**config.mk**
```make
export PLATFORM = sky130hd
export DESIGN_NAME = board_gen_param
export DESIGN_NICKNAME = d
export VERILOG_FILES = /design/src/rtl/board_gen_param.sv
export SDC_FILE = /design/constraint.sdc
export NUM_CORES = 1
export LEC_CHECK = 0
export CORE_MARGIN = 5
export CORE_UTILIZATION = 40
export CTS_CLUSTER_SIZE = 28
export DETAILED_ROUTE_END_ITERATION = 10
export GPL_ROUTABILITY_DRIVEN = 0
export PLACE_DENSITY = 0.59
export REMOVE_ABC_BUFFERS = 1
export SETUP_SLACK_MARGIN = 0.15
export SLEW_MARGIN = 20
export SYNTH_ARGS = -nofsm -noshare
export SYNTH_HDL_FRONTEND = slang
export SYNTH_SLANG_ARGS = --single-unit
```
**constraint.sdc**
```tcl
create_clock -name clk -period 9.2 [get_ports clk]
set_input_delay 1.38 -clock clk [delete_from_list [all_inputs] [get_ports clk]]
set_output_delay 1.38 -clock clk [all_outputs]
set_load 0.02 [all_outputs]
```
**src/rtl/board_gen_param.sv**
```systemverilog
// Parametrised Lights-Out board generator: preset boards from a selector,
// random boards from an LFSR-driven scramble of legal presses.
module board_gen_param #(
    parameter int unsigned ROWS       = 3,
    parameter int unsigned COLS       = 4,
    parameter int unsigned SEL_W      = 5,
    parameter int unsigned SCRAMBLE_M = 16,
    parameter logic [15:0] LFSR_SEED  = 16'hACE1
) (
    input  logic                   clk,
    input  logic                   rst,
    input  logic [SEL_W-1:0]       num,
    input  logic                   random,
    input  logic [1:0]             game_status,
    output logic [ROWS*COLS-1:0]   board,
    output logic                   busy,
    output logic                   done
);

    localparam int unsigned N         = ROWS * COLS;
    localparam int unsigned CNT_W     = $clog2(SCRAMBLE_M + 1);
    localparam logic [15:0] LFSR_MASK = 16'hB400;
    localparam logic [1:0]  CHOSE     = 2'b00;
    localparam logic [N-1:0] ONE      = N'(1);

    typedef enum logic {IDLE, SCRAMBLE} state_t;

    // Cells toggled by pressing cell k: itself plus in-grid orthogonal neighbours.
    function automatic logic [N-1:0] press_mask(input int unsigned k);
        logic [N-1:0] m;
        int unsigned  r;
        int unsigned  c;
        r = k / COLS;
        c = k % COLS;
        m = ONE << k;
        if (r > 0)        m = m | (ONE << (k - COLS));
        if (r < ROWS - 1) m = m | (ONE << (k + COLS));
        if (c > 0)        m = m | (ONE << (k - 1));
        if (c < COLS - 1) m = m | (ONE << (k + 1));
        return m;
    endfunction

    // Preset board: XOR of the presses selected by each set bit of sel.
    function automatic logic [N-1:0] preset(input logic [SEL_W-1:0] sel);
        logic [N-1:0]     m;
        logic [SEL_W-1:0] s;
        m = '0;
        s = sel;
        for (int unsigned i = 0; i < SEL_W; i++) begin
            if (s[0]) m = m ^ press_mask(i);
            s = s >> 1;
        end
        return m;
    endfunction

    // Galois LFSR step; the mask keeps the sequence maximal and never zero.
    function automatic logic [15:0] lfsr_step(input logic [15:0] l);
        return l[0] ? ((l >> 1) ^ LFSR_MASK) : (l >> 1);
    endfunction

    state_t             state, state_n;
    logic [N-1:0]       board_n, scr_board;
    logic               busy_n, done_n;
    logic               hold, hold_n;
    logic [CNT_W-1:0]   cnt, cnt_n;
    logic [15:0]        lfsr, lfsr_n;
    logic               random_q;
    logic [SEL_W-1:0]   num_q;
    logic               rise;

    assign rise      = random & ~random_q;
    assign scr_board = board ^ press_mask(32'(lfsr[7:0]) % N);

    // State and datapath registers with synchronous active-low reset.
    always_ff @(posedge clk) begin
        if (!rst) begin
            state    <= IDLE;
            board    <= '0;
            busy     <= 1'b0;
            done     <= 1'b0;
            hold     <= 1'b0;
            cnt      <= '0;
            lfsr     <= LFSR_SEED;
            random_q <= 1'b1;
            num_q    <= '0;
        end else begin
            state    <= state_n;
            board    <= board_n;
            busy     <= busy_n;
            done     <= done_n;
            hold     <= hold_n;
            cnt      <= cnt_n;
            lfsr     <= lfsr_n;
            random_q <= random;
            num_q    <= num;
        end
    end

    // Next-state logic: preset tracking in IDLE, one random press per cycle in SCRAMBLE.
    always_comb begin
        state_n = state;
        board_n = board;
        busy_n  = busy;
        done_n  = 1'b0;
        hold_n  = hold;
        cnt_n   = cnt;
        lfsr_n  = lfsr_step(lfsr);
        case (state)
            IDLE: begin
                if (game_status == CHOSE) begin
                    if (rise) begin
                        board_n = '0;
                        cnt_n   = '0;
                        busy_n  = 1'b1;
                        state_n = SCRAMBLE;
                    end else if (!hold) begin
                        board_n = preset(num);
                    end else if (num != num_q) begin
                        hold_n  = 1'b0;
                        board_n = preset(num);
                    end
                end
            end
            SCRAMBLE: begin
                board_n = scr_board;
                if (cnt < CNT_W'(SCRAMBLE_M)) cnt_n = cnt + CNT_W'(1);
                // Keep pressing past the nominal count until the board is non-empty.
                if ((cnt_n == CNT_W'(SCRAMBLE_M)) && (scr_board != '0)) begin
                    busy_n  = 1'b0;
                    done_n  = 1'b1;
                    hold_n  = 1'b1;
                    state_n = IDLE;
                end
            end
            default: state_n = IDLE;
        endcase
    end

endmodule

```
==> out/qor.csv, run 1 <==
metric;value;unit
hold_path_depth;1;
relSlewSlack;34.60;%
cts_sinks;43;
clockBufferDepth;2;
io_buffers;23;
rows;35;
regToRegStartpoint;lfsr[6];
ctsResizeCount;0;
h-tree-depth;2;
path_common_cell;ha_1;
regToRegSetupSlack;3.51;ns
synthCells;471;
syn-cell-area;3800;um^2
first_pass_iters;5;
crit_slowest_cell;dfxtp_1;
drt_iter0_markers;282;
multi_input_area;2644;um^2
core;9240;um^2
status;finished clean;
hold_path.class;reg -> reg;
die_area;11550;um^2
min_from;lfsr[8];
nets;490;
p_leak;1.468;nW
register_area;860.8;um^2
ys_ff_latch;43;
start_util;41.12;%
ys_types;104;
worstSetupPathType;reg -> reg;
grt_pass1_vias;3298;
maxClockFrequency;175.7;MHz
antennaDiodeCount;0;
power_density;150.8;nW/um^2
clk_pin_slew;0.08;ns
r2r-end;hold;
period_minus_slack;5.691;ns
grt_setup_unrepaired;false;
grt_pass1_wl;16700;um
final_layout_size_suffix_gt1_share;11.37;%
ys_seq_area_share;22.65;%
worstPathMaxFanout;18;
crit_arrival;5.89;ns
tightest_slew;0.9775;ns
rr_worst_depth;16;
finalCoreUtilization;44.13;%
postCtsHoldBufs;0;
clk_latency;0.30;ns
finalHoldViolCount;0;
ys.warnings.count;0;
async_reset_ff_share;0;%
grt_start_max_net_pins;26;
maxCapViolations;0;
min_to;lfsr[7];
synth_area_per_cell;8.068;um^2
setup_violations;0;
end_kind;flop;
drcViolationCount;0;
critPathBufInv;1;
route.vias.total;3626;
setup_tns;0;ns
cts_buffers;5;
wirelength;10200;um
cts_setup_buffers;0;
dp_hpwl;7508;um
synth_ff_type;dfxtp_1;
grt_overflow;0;
tritoncts;done;
grtUsageTotal;17.58;%
crit_chain;ha_1, and4bb_4, o221ai_4, nand2_2, o22ai_1, nor2_1, ha_1, inv_1, nor3_1, a221o_1, o2bb2ai_1, a311o_2, xor2_1, nor4b_2, a31oi_1, a31o_1;
crit_path_max_incr_delay;0.86;ns
synth_edf_count;0;
syn_to_final_growth;7.310;%
nFillCells;896;
ioPinCount;24;
cts_root_buffer;clkbuf_8;
peakVddDrop;0.07344;mV
start_kind;flop;
fin_worst_skew;0.007703;ns
vias_per_cell;6.003;
die_x;107.5;um
timing.final.crit_share;61.86;%
fp.dieH;107.5;um
route.antenna.remaining_nets;0;
antenna_found_initial;0;
cp_top_family;simple AND/OR/NAND/NOR gates;
whs;0.4088;ns
worstPathRequired;9.40;ns
slew_violations;0;
routedWlPerCell;16.88;um
## layer usage
layer | part of all wire, % | track usage, % | wire [um]
met5 | 0 | 0 | 0
met4 | 2.5 | 5.861 | 251
met3 | 6.1 | 2.519 | 622
met2 | 44 | 27.26 | 4484
met1 | 47 | 24.95 | 4839
## through the flow
| stage | area, um^2 | power, W | cells | setup slack (ns) |
|---|---|---|---|---|
| 2_1_floorplan | 3553 | 0.0003979 | 442 | 4.340 |
| 3_3_place_gp | 3960 | 0.0004598 | 596 | 3.756 |
| 3_5_place_dp | 3960 | 0.0004608 | 596 | 3.616 |
| 4_1_cts | 4078 | 0.0006173 | 604 | 3.596 |
| 5_1_grt | 4078 | 0.0006499 | 604 | 3.169 |
| 6_report | 4078 | 0.0006149 | 604 | 3.509 |
## final cells by class
| class | instances | area share (%) |
|---|---|---|
| clock inverters | 2 | 0.8592 |
| clock buffers | 6 | 2.025 |
| well taps | 129 | 3.958 |
| repair buffers | 25 | 6.014 |
| multi-input cells | 386 | 64.84 |
| inverters | 13 | 1.197 |
| flip-flops and latches | 43 | 21.11 |
## state kept, by name, summed over array words and instances (netlist names)
name	count
lfsr	16
num_q	5
busy	1
board	12
cnt	5
random_q	1
state	1
hold	1
done	1
## Yosys cell counts (3+ instances only)
| master | count | area, um^2 |
|---|---|---|
| nand2_1 | 50 | 187.7 |
| o22ai_1 | 7 | 43.79 |
| nand3_1 | 18 | 90.09 |
| inv_1 | 8 | 30.03 |
| a32oi_1 | 3 | 26.28 |
| o31ai_1 | 4 | 30.03 |
| a221o_1 | 4 | 40.04 |
| a31oi_1 | 6 | 37.54 |
| xnor2_1 | 13 | 113.9 |
| a21o_1 | 5 | 37.54 |
| o21ai_2 | 5 | 43.79 |
| xor2_1 | 14 | 122.6 |
| o221ai_1 | 3 | 26.28 |
| o311ai_1 | 3 | 26.28 |
| and2_1 | 10 | 62.56 |
| clkbuf_1 | 16 | 60.06 |
| nor2b_1 | 5 | 31.28 |
| dfxtp_1 | 43 | 860.8 |
| a211oi_1 | 3 | 22.52 |
| buf_6 | 8 | 90.09 |
| and3_1 | 3 | 18.77 |
| mux2i_1 | 3 | 30.03 |
| nand3b_1 | 3 | 22.52 |
| a21oi_1 | 22 | 110.1 |
| a22oi_1 | 3 | 22.52 |
| nand4_1 | 4 | 25.02 |
| clkinv_1 | 3 | 11.26 |
| nor2_1 | 47 | 176.4 |
| nor4_1 | 8 | 50.05 |
| nor3_1 | 21 | 105.1 |
| a221oi_1 | 3 | 26.28 |
| o21ai_0 | 16 | 80.08 |
| o211ai_1 | 5 | 37.54 |
| ha_1 | 6 | 75.07 |
| or3_1 | 4 | 25.02 |
| a311oi_1 | 3 | 26.28 |
| nand2b_1 | 8 | 50.05 |
## power by group
part           switching [W]  internal, W  leakage [nW]
combinational       0.000155    0.0000966          1.05
clock              0.0000644    0.0000878        0.0612
sequential         0.0000151     0.000196         0.354
total               0.000235     0.000380          1.47
## layout by cell type (no fill, tap or decap), types with 4 or more instances in the layout
cell             synthesis  layout
clkbuf_8                 2       6
nand2b_1                 8       8
o31ai_1                  4       4
a221o_1                  4       4
nor2b_1                  5       5
dfxtp_1                 43      43
nand2_1                 50      50
and2_1                  10      10
inv_1                    8       8
nor2_1                  47      47
or3_1                    4       4
xnor2_1                 13      13
a31oi_1                  6       6
o21ai_2                  5       5
nor4_1                   8       8
nand3_1                 18      18
o211ai_1                 5       5
ha_1                     6       6
clkdlybuf4s50_1          0      23
a21o_1                   5       5
o22ai_1                  7       7
nand4_1                  4       4
a21oi_1                 22      22
o21ai_0                 16      16
nor3_1                  21      21
xor2_1                  14      14
## logic make-up (layout without fill, tap and decap cells)
| group | count (synthesis) | in the layout | share of synthesized area [%] |
|---|---|---|---|
| flip-flops | 43 | 43 | 22.65 |
| XOR/XNOR | 29 | 29 | 7.080 |
| AND/OR/NAND/NOR | 208 | 208 | 29.80 |
| adder cells (fa/ha/maj) | 6 | 6 | 1.976 |
| AO/OA/AOI/OAI | 139 | 139 | 29.64 |
| multiplexers | 4 | 4 | 1.087 |
| buffers and inverters | 42 | 46 | 7.771 |
## how the worst max path moves through the flow
stage	slack (ns)	startpoint	cells after the start	end
2_1_floorplan	4.34	lfsr[6]	16	hold
3_3_place_gp	3.76	lfsr[6]	16	hold
3_5_place_dp	3.62	lfsr[6]	16	hold
4_1_cts	3.60	lfsr[6]	16	hold
5_1_grt	3.17	lfsr[6]	18	busy
6_report	3.51	lfsr[6]	16	hold
(Power assumes the default switching activity.)
==> run 2, diff against run 1 <==
- PLACE_DENSITY: 0.59 -> 0.61
- clock period: 9.2 -> 5.2 ns (I/O delays scaled with it)
==> run 2 against run 1 <==
  * Sequential cell count stayed put
  * Non-clock buffer count is 7 higher
  * Final area is 1.3% higher
  * First-iteration DRC count is 15% lower
  * Worst setup slack worse by 3.0 ns
  * Die area stayed put
  * Final cell count is 0.99% higher
  * Critical path type unchanged
  * Critical path depth is 3 higher
  * Routed wire length is 1.5% lower
  * Worst hold slack better by 0.0019 ns
==> out/qor.csv, run 2 (same netlist as run 1, synthesis figures left out) <==
metric;value;unit;change
grtUsageTotal;17.48;%;was 17.58%
fin_worst_skew;0.01428;ns;was 0.007703 ns
finalHoldViolCount;0;;unchanged
worstPathRequired;5.39;ns;was 9.40 ns
period_minus_slack;4.650;ns;was 5.691 ns
p_int;0.0006682;W;was 0.0003799 W
r2r-end;hold;;unchanged
relSlewSlack;40.43;%;was 34.60%
nets;497;;was 490
crit_chain;ha_1, and4bb_4, o221a_2, nor3_1, o21ai_2, nand3_2, nand3_1, a21boi_1, inv_1, ha_2, inv_1, nor3_1, a221o_1, o2bb2ai_1, a311o_2, xor2_1, nor4b_2, a31oi_1, a31o_1;;was ha_1, and4bb_4, o221ai_4, nand2_2, o22ai_1, nor2_1, ha_1, inv_1, nor3_1, a221o_1, o2bb2ai_1, a311o_2, xor2_1, nor4b_2, a31oi_1, a31o_1
timing.final.crit_share;89.42;%;was 61.86%
antenna_found_initial;0;;unchanged
min_to;lfsr[7];;unchanged
start_kind;flop;;unchanged
core;9240;um^2;unchanged
grt_overflow;0;;unchanged
p_leak;1.491;nW;was 1.468 nW
drt_iter0_markers;239;;was 282
power_density;262.8;nW/um^2;was 150.8 nW/um^2
worstSetupPathType;reg -> reg;;unchanged
design_area;4130;um^2;was 4078 um^2
hold_path.class;reg -> reg;;unchanged
antennaDiodeCount;0;;unchanged
clk_pin_slew;0.09;ns;was 0.08 ns
pwr-share-seq;33.6;%;was 34.3%
setup_tns;0;ns;unchanged
hold_path_depth;1;;unchanged
place_area;3998;um^2;was 3960 um^2
postCtsHoldBufs;0;;unchanged
end_kind;flop;;unchanged
grt_setup_unrepaired;false;;unchanged
clk_latency;0.29;ns;was 0.30 ns
peakVddDrop;0.1770;mV;was 0.07344 mV
dp_hpwl;7452;um;was 7508 um
whs;0.4107;ns;was 0.4088 ns
die_area;11550;um^2;unchanged
maxCapViolations;0;;unchanged
tightest_slew;0.8907;ns;was 0.9775 ns
p_comb_share;43.0;%;was 41.0%
cts_sinks;43;;unchanged
die_x;107.5;um;unchanged
cts_root_buffer;clkbuf_8;;unchanged
routedWlPerCell;16.47;um;was 16.88 um
rr_worst_depth;19;;was 16
p_sw;0.0004170;W;was 0.0002350 W
worstPathMaxFanout;8;;was 18
rows;35;;unchanged
syn_to_final_growth;8.693;%;was 7.310%
clkPwrFrac;23.4;%;was 24.8%
min_from;lfsr[8];;unchanged
grt_pass1_wl;16670;um;was 16700 um
grt_pass1_vias;3369;;was 3298
wirelength;10040;um;was 10200 um
ioPinCount;24;;unchanged
mostFrequentLayoutCells;nand2_1, nor2_1, dfxtp_1, clkdlybuf4s50_1, a21oi_1;;unchanged
crit_path_max_incr_delay;0.41;ns;was 0.86 ns
final_layout_size_suffix_gt1_share;13.31;%;was 11.37%
io_buffers;23;;unchanged
regToRegStartpoint;lfsr[7];;was lfsr[6]
largest_reg_flops;16;;unchanged
crit_arrival;4.84;ns;was 5.89 ns
tritoncts;done;;unchanged
h-tree-depth;2;;unchanged
route.antenna.remaining_nets;0;;unchanged
final_common_cell;nand2_1;;unchanged
drcViolationCount;0;;unchanged
clockBufferDepth;2;;unchanged
regToRegSetupSlack;0.55;ns;was 3.51 ns
crit_slowest_cell;ha_1;;was dfxtp_1
setup_violations;0;;unchanged
vias_per_cell;5.995;;was 6.003
fp.dieH;107.5;um;unchanged
status;finished clean;;unchanged
largestRegisters;lfsr: 16 flops, board: 12 flops;;unchanged
slew_violations;0;;unchanged
first_pass_iters;5;;unchanged
maxClockFrequency;215.1;MHz;was 175.7 MHz
cts_buffers;5;;unchanged
start_util;41.12;%;unchanged
power_switching_share;38.42;%;was 38.21%
grt_start_max_net_pins;27;;was 26
top_register;lfsr;;unchanged
route.vias.total;3657;;was 3626
run 2: cell types whose count changed in the layout (fill, tap and decap cells not counted), sizes merged:
cell,previous run,this run
clkinv,4,3
buf,2,9
run 2: how the worst max path moves through the flow:
stage | from | slack, ns | cells past startpoint | to
floorplan | lfsr[6] | 0.34 | 16 | hold
global placement | lfsr[5] | 0.40 | 17 | hold
detailed placement | lfsr[5] | 0.23 | 17 | hold
CTS | lfsr[5] | 0.21 | 17 | hold
global route | lfsr[7] | 0.16 | 18 | hold
finish | lfsr[7] | 0.55 | 19 | hold
run 2: power by group through the flow:
| stage | Combinational, W | Sequential [W] | Clock, W |
|---|---|---|---|
| 2_1_floorplan | 0.000324 | 0.000380 | 0 |
| 3_3_place_gp | 0.000446 | 0.000372 | 0 |
| 3_5_place_dp | 0.000448 | 0.000372 | 0 |
| 4_1_cts | 0.000451 | 0.000365 | 0.000259 |
| 5_1_grt | 0.000507 | 0.000368 | 0.000275 |
| 6_report | 0.000466 | 0.000365 | 0.000254 |
run 2: metal layers:
| metal | routed length, um | GRT usage (%) | share of wire (%) | up-vias |
|---|---|---|---|---|
| met4 | 175 | 5.320 | 1.7 | 0 |
| met5 | 0 | 0 | 0 | - |
| li1 | - | - | - | 1790 |
| met1 | 4709 | 24.98 | 47 | 1697 |
| met3 | 669 | 2.579 | 6.7 | 17 |
| met2 | 4489 | 27.08 | 45 | 153 |
run 2: cell type report:
class,count,area (um^2)
multi-input combinational,386,2656
clock inverter,1,30.03
tap,129,161.4
sequential,43,863.3
inverter,13,48.80
clock buffer,6,72.57
fill,960,5110
timing repair buffer,32,297.8
run 2: per-stage QoR:
step	setup slack [ns]	power, W	utilization, %	cells
after floorplan	0.3397	0.0007040	-	442
after global placement	0.3984	0.0008181	43.26	601
after detailed placement	0.2254	0.0008207	43.26	601
after CTS	0.2110	0.001075	44.37	608
after global routing	0.1593	0.001149	44.70	610
final	0.5503	0.001085	44.70	610
run 2: worst max-delay path, delay by kind of cell, from the launching register on:
kind	cells	cell delay, ns
flops	1	0.32
xor+xnor	1	0.17
buf+inv	2	0.26
fa+ha+maj	2	0.72
simple gates	6	1.25
compound gates	8	1.84
run 2: timing repair:
action / in CTS / in global routing
endpoints found under the setup margin: 0 / 6
setup buffers: 0 / 2
endpoints found under the hold margin: 0 / 0
gates resized for setup: 0 / 6
==> patch: new RTL, config.mk and constraints of run 2 <==
The output `done` loses its register stage (`done` becomes a continuous assignment).
--- a/src/rtl/board_gen_param.sv
+++ b/src/rtl/board_gen_param.sv
@@ -77,7 +77,6 @@
             state    <= IDLE;
             board    <= '0;
             busy     <= 1'b0;
-            done     <= 1'b0;
             hold     <= 1'b0;
             cnt      <= '0;
             lfsr     <= LFSR_SEED;
@@ -87,7 +86,6 @@
             state    <= state_n;
             board    <= board_n;
             busy     <= busy_n;
-            done     <= done_n;
             hold     <= hold_n;
             cnt      <= cnt_n;
             lfsr     <= lfsr_n;
@@ -95,6 +93,8 @@
             num_q    <= num;
         end
     end
+
+    assign done = done_n;
 
     // Next-state logic: preset tracking in IDLE, one random press per cycle in SCRAMBLE.
     always_comb begin
Formal check against the unedited RTL: no difference found for any inputs over 4 cycles, from zero or initial values and one cycle with rst low; that may be too few to reach the edited logic, so the function may still have changed.
==> patch against run 2 <==
Wire length fell by 18%; synthesized cell count fell by 17%; final area fell by 7.4%; total power fell by 9.7%; sequential cell count fell by 1; clock skew fell by 0.0081 ns; area after synthesis fell by 16%; register-to-register slack improved by 0.52 ns; setup slack got worse by 0.15 ns; largest cell class unchanged; largest power group unchanged; highest routed layer unchanged.
==> patch: results (changes against run 2) <==
- Sequential cell area: 843 um2 (-2.3%)
- Via count: 3,030 (-17%)
- Buffering overhead: 10.6% (+3.4 points)
- CP max stage delay: 0.43 ns (+0.02 ns)
- Critical Path Source: lfsr[6]
- GRT Total Usage: 16.9% (-0.59 points)
- Tmin final: 4.80 ns (+0.154 ns)
- Area fraction in compound gates after synthesis: 27.8% (-1.9 points)
- Peak VDD IR: 0.000114 V (-36%)
- Routed length on met2: 3.71 mm (-17%)
- Initial DRC Count: 336 (+41%)
- Pin count of the biggest net entering global routing: 43 (+59%)
- Grt met3 use: 3.30% (+0.72 points)
- Outcome: complete, no violations
- Area of the multi-input gates: 0.00231 mm2 (-13%)
- Flop2flop setup slack: 1.07 ns (+0.52 ns)
- DP Area: 0.00360 mm2 (-9.8%)
- Sw Pwr: 359 uW (-14%)
- Synth cell types: 80 (-23%)
- Tightest Pin Transition: 0.695 ns (-0.196 ns)
- Share of synthesized area spent on multiplexers: 0.664% (-0.42 points)
- M1 GR Usage: 24.2% (-0.81 points)
- Crit path max-delay cell type: a221o_1
- Worst hold start: lfsr[12]
- Met1 wire length: 3.95 mm (-16%)
- Nets@finish: 441 (-11%)
- # rows: 32 (-8.6%)
- Synth Area in Adders: 2.34% (+0.37 points)
- Share of layout cells above drive strength 1: 18.3% (+5.0 points)
- Flop pwr share: 36.1% (+2.5 points)
- Total Wirelength: 8.25 mm (-18%)
- Post-cts sizing count: 5 (+5)
- Yosys reg bits: 42 (-2.3%)
- Post-synthesis sequential area ratio: 26.2% (+3.6 points)
- Leakage Power: 0.00144 uW (-3.1%)
- First-pass GRT wire length: 13.8 mm (-17%)
- Met2 Use GR: 25.9% (-1.2 points)
==> patch: cell types whose count changed after synthesis, sizes merged, moves of 4 or more <==
cell	run 2	this run
nand3	20	11
o21ai	23	27
nor2b	6	11
nor2	49	30
clkbuf	18	14
o311ai	6	0
and2	10	21
nor3	21	16
a21oi	24	18
nand2	51	39
==> patch: cell families after synthesis <==
family / count (synthesis)
flops: 42
mux: 2
fa+ha+maj: 6
simple gates: 165
buf+inv: 33
xor+xnor: 32
compound gates: 112
==> patch: per-stage QoR <==
| stage | total power, uW | cells | util, % | hold slack, ns |
|---|---|---|---|---|
| after floorplan | 629 | 372 | - | 0.386 |
| after global placement | 731 | 517 | 46.4 | 0.403 |
| after detailed placement | 731 | 517 | 46.4 | 0.407 |
| after CTS | 961 | 525 | 47.9 | 0.433 |
| after global routing | 1040 | 528 | 49.3 | 0.469 |
| final | 980 | 528 | 49.3 | 0.422 |
